## config.mk

```make
export PLATFORM = sky130hd
export DESIGN_NAME = fetch_pc
export DESIGN_NICKNAME = d
export VERILOG_FILES = /design/src/rtl/fetch_pc.sv
export SDC_FILE = /design/constraint.sdc
export NUM_CORES = 1
export LEC_CHECK = 0
export CAP_MARGIN = 20
export CORE_UTILIZATION = 47
export CTS_CLUSTER_DIAMETER = 120
export DETAILED_ROUTE_END_ITERATION = 6
export PLACE_DENSITY = 0.87
export SYNTH_ARGS = -nofsm -noshare
export SYNTH_HDL_FRONTEND = slang
export SYNTH_SLANG_ARGS = --single-unit
```

## constraint.sdc

```tcl
create_clock -name clk -period 4.2 [get_ports clk]
set_clock_uncertainty 0.15 [all_clocks]
set_input_delay 0.84 -clock clk [delete_from_list [all_inputs] [get_ports clk]]
set_output_delay 0.84 -clock clk [all_outputs]
set_load 0.005 [all_outputs]
```

## src/rtl/fetch_pc.sv

```systemverilog
// Fetch-stage program counter: next-PC selection between exception entry, eret,
// branch/jump redirects and sequential flow, with a one-entry buffer for redirects seen during a stall.
module fetch_pc #(
  parameter logic [31:0] RESET_PC = 32'h0000_3000,
  parameter logic [31:0] EXC_VEC  = 32'h0000_4180,
  parameter logic [31:0] IM_BASE  = 32'h0000_3000,
  parameter logic [31:0] IM_BYTES = 32'h0000_1000
) (
  input  logic        clk,
  input  logic        reset,
  input  logic        stall,
  input  logic [31:0] pc4,
  input  logic        br_taken,
  input  logic [31:0] br_target,
  input  logic        j_taken,
  input  logic [31:0] j_target,
  input  logic        exc_req,
  input  logic        eret_req,
  input  logic [31:0] epc,
  output logic [31:0] pc,
  output logic        redirect_pending,
  output logic        adel_if
);

  logic        pend_valid;
  logic [31:0] pend_target;

  logic [31:0] pc_next;
  logic        pend_valid_next;
  logic [31:0] pend_target_next;

  // Upper bound computed at 33 bits so a window ending at 2^32 does not wrap.
  logic [32:0] im_limit;
  assign im_limit = {1'b0, IM_BASE} + {1'b0, IM_BYTES};

  always_comb begin
    pc_next          = pc;
    pend_valid_next  = pend_valid;
    pend_target_next = pend_target;

    if (exc_req) begin
      pc_next         = EXC_VEC;
      pend_valid_next = 1'b0;
    end else if (eret_req) begin
      pc_next         = epc;
      pend_valid_next = 1'b0;
    end else if (stall) begin
      // PC holds; the newest redirect replaces anything already buffered.
      if (br_taken) begin
        pend_valid_next  = 1'b1;
        pend_target_next = br_target;
      end else if (j_taken) begin
        pend_valid_next  = 1'b1;
        pend_target_next = j_target;
      end
    end else begin
      pend_valid_next = 1'b0;
      if (br_taken) begin
        pc_next = br_target;
      end else if (j_taken) begin
        pc_next = j_target;
      end else if (pend_valid) begin
        pc_next = pend_target;
      end else begin
        pc_next = pc4;
      end
    end
  end

  always_ff @(posedge clk) begin
    if (reset) begin
      pc          <= RESET_PC;
      pend_valid  <= 1'b0;
      pend_target <= '0;
    end else begin
      pc          <= pc_next;
      pend_valid  <= pend_valid_next;
      pend_target <= pend_target_next;
    end
  end

  assign redirect_pending = pend_valid;

  always_comb begin
    adel_if = 1'b0;
    if (pc[1:0] != 2'b00)          adel_if = 1'b1;
    if (pc < IM_BASE)              adel_if = 1'b1;
    if ({1'b0, pc} >= im_limit)    adel_if = 1'b1;
  end

endmodule

```

# After elaboration in Yosys (flattened, before gate mapping)
# Cells that the tools add are included.
# totals
register_bits	65
output_inout_bits	34
# classes
n_bitwise	3
eq_ne	2
reduce_logical	5
order_cmp	2
muxes	13
# ops
operator	count
$mux 32	7
$ge 32x15->1 const B	1
$lt 32x14->1 const B	1
$mux 15	1
$mux 1	5
$reduce_and 4->1	1
$reduce_bool 2->1	2
$reduce_or 4->1	1
$ne 3x1->1 const B	1
$not 1->1	3
$ne 2x1->1 const B	1
$reduce_or 2->1	1

# Depth between registers and ports, before layout
# logic_depth
ltp_word	6
depth_mapped	7

# Worst setup path before layout
# OpenSTA, ideal clock, no wires.
# synth_timing
path_kind	flip-flop to output port
start	reg pc[1]
end	out adel_if
stages_incl_launch_ff	3
n_path_buf	0
slack_ns	1.930
arrival_time_ns	1.280
path_cell_list	dfxtp_1 -> or4_1 -> or4_1
# synth_between
elab_chain_cells	4
elab_cells_between_ends	6
classes_between	order compare: 2; mux: 3; reduce/logical: 1
# synth_rtl
element	line_no	text
start, declared	20	output logic [31:0] pc,
start signal, assigned	76	pc <= pc_next;
branches (longest 3 deep; another with $lt 32x14->1)	--	
$mux 1 *	88	if ({1'b0, pc} >= im_limit) adel_if = 1'b1;
end, declared	22	output logic adel_if
# Mark *: on every way between the ends.

# Final worst setup path
# layout_timing
start	in exc_req
end	reg pc[15]
# layout_between
elab_chain_cells	1
# layout_rtl
element	line_no	text
start, declared	17	input logic exc_req,
$reduce_or 2->1 (no source line)	--	
# No other way between the ends.
# A chain may end at the register's enable or synchronous reset.

==> out/results.ini <==
[floorplan]
std_cell_rows=33
io_pins=169
start_util_pct=48.6
die_h_um=94.4
core_sq_mm=0.00826
dieWidth_um=94.4
die-area_sq_mm=0.00892

[final_layout]
utilization_pct=71.1
final_cell_mix=clkdlybuf4s50_1, a21oi_1, dfxtp_1
n_antenna_cell=0
syn2layout_area_growth_pct=46.2
final_common_cell=clkdlybuf4s50_1
nets=728
drive_gt1_share_pct=12.0

[logic_synthesis]
yosys_most_used_dff=dfxtp_1
synth_top_cell_area_share_pct=32.4
synth_xor_area_share_pct=0
muxShareOfSynthArea_pct=13.3
synth.net_count=590
synth_compound_area_share_pct=25.5
synth_area_leaders=dfxtp_1, a21oi_1, mux2i_1, a211oi_1, mux2_2
synth_edf_count=0
ys_types=39
netlist.top_cell.by_area=dfxtp_1
avgSynthCellArea_sq_um=8.83
synthSimpleGateAreaFrac_pct=22.0
ys_async_sr_fraction_pct=0
ys_seq_elements=65
ys_seq_area_share_pct=32.4
syn-cell-area_sq_mm=0.00402
synth-adder-area-share_pct=0
synth_top_family_by_area=compound AO/OA/AOI/OAI gates
syn_inst=455
yosys_warnings=0

[pwr]
swShare_pct=25.9
power.density_mw_per_mm2=283
power_frac_seq_pct=40.2
clockPowerShare_pct=37.1
ir_drop_mv=0.171
p_int_mw=1.23
switchingPower_mw=0.431
power_mw=1.66
p_leak_nw=2.15
power.share.combinational_pct=22.7

[clock_tree]
post_cts_buffers=0
htree_levels=3
clkTransAtPathRegs_ns=0.07
insertion_delay_ns=0.35
cts_sinks=65
cts_hold_buf=0
cts_tree=built
clock_path_buffers=2
cts_root_buf=clkbuf_8
cts_buffers=9
cts_resized=0

[timing]
setup_violations=0
hold_viol=0
tightest_slew_ns=1.13
timing.fmax_mhz=311
finalCritPeriodShare_pct=76.6
rsz0062_at_grt=no
fin_crit_ns=3.22
relSlewSlack_pct=24.3
setup_tns_ns=0
whs_ns=0.316
maxSlewViolCount=0
fin_ws_ns=0.984

[grt]
grt_pass1_wl_um=20500
met3_usage_pct=6.36
grt_max_degree=66
met2_usage_pct=50.3
grt_use_total_pct=30.0
grt_overflow_total=0
busiest_layer=met2
grt_pass1_vias=4158
use_met1_pct=37.2
antenna_found_initial=0

[worst_hold_path]
hold_class=register to register
hold_start=pc[10]

[place]
gp_congestion=0.869
pre_cts_slack_ns=0.620
hpwl_um=9170
numPortBuffers=168

[routing]
antenna_left=0
post_drt_via_cell_ratio=6.06
drt_wl_total_um=13400
drc=0
num_vias=4257
wl_per_cell_um=19.0
drt_iter0_markers=218
first_pass_iters=5

[critical_path]
cp-start-kind=primary input
crit_chain=clkdlybuf4s50_1, or2_1, or2_0, o41ai_2
cp.required_ns=4.25
crit_fanout=19
reg2reg_from=redirect_pending
slowest_stage=or2_0
worst-endpoint-arrival_ns=3.27
slowest_delay_ns=0.79
startpoint=exc_req
critPathCaptureType=register
path_class=primary input to register

[run_status]
status=complete, no violations

[run]
cap_violations=0

[sequential cells by signal, summed over array words and instances, names as in the netlist]
register,flops
pend_target,32
redirect_pending,1
pc,32
[stage by stage]
stage,instances,cell area [sq um]
after floorplan,455,4020
after global placement,687,5640
after detailed placement,687,5640
after CTS,703,5870
after global routing,703,5870
final,703,5870
[synth_stat cells (all sizes together), types with 2 or more instances]
cell type / number
and3b: 17
nand2b: 13
or4: 19
a211o: 2
o31a: 2
a21oi: 69
nand3b: 3
nor4b: 3
nor2: 4
buf: 31
nor2b: 22
a211oi: 42
clkbuf: 20
a311oi: 2
mux2: 18
or3b: 12
inv: 3
o211ai: 2
nor4: 3
dfxtp: 65
mux2i: 33
a31oi: 17
or2: 3
nand2: 31
o41ai: 11
[per-layer routing]
metal  vias to the layer above  share of wire (%)  wire length [um]
met3                        25                9.0              1200
met5                         -                  0                 0
met4                         0                2.3               302
met1                      2002                 41              5460
li1                       1996                  -                 -
met2                       234                 48              6430
[kinds of logic (layout without fill, tap and decap cells)]
family	Yosys count	in the layout
flops	65	65
mux	51	51
compound gates	150	150
buf+inv	54	197
simple gates	135	135
[worst max-delay path, delay by kind of cell]
family / cells / cell delay, ns
AO/OA/AOI/OAI: 1 / 0.18
AND/OR/NAND/NOR: 2 / 1.50
buffers and inverters: 1 / 0.73
[power by group through the flow]
stage	combinational (mW)	sequential [mW]	clock (mW)
2_1_floorplan	0.176	0.677	0
3_3_place_gp	0.365	0.681	0
3_5_place_dp	0.372	0.682	0
4_1_cts	0.375	0.669	0.614
5_1_grt	0.404	0.673	0.639
6_report	0.377	0.670	0.617
[layout make-up]
class / count / area, sq um
Inverter: 3 / 11.3
Tap cell: 105 / 131
Timing Repair Buffer: 178 / 1740
Sequential cell: 65 / 1300
Fill cell: 641 / 2390
Clock inverter: 5 / 77.6
Multi-Input combinational cell: 336 / 2450
Clock buffer: 11 / 151
[final timing paths]
check	slack (ns)	to	cells after the start
max	0.98	pc[15]	4
min	0.32	pc[10]	2
max reg2reg	2.46	pc[12]	4
min reg2reg	0.32	pc[10]	2
(Power assumes the default switching activity.)
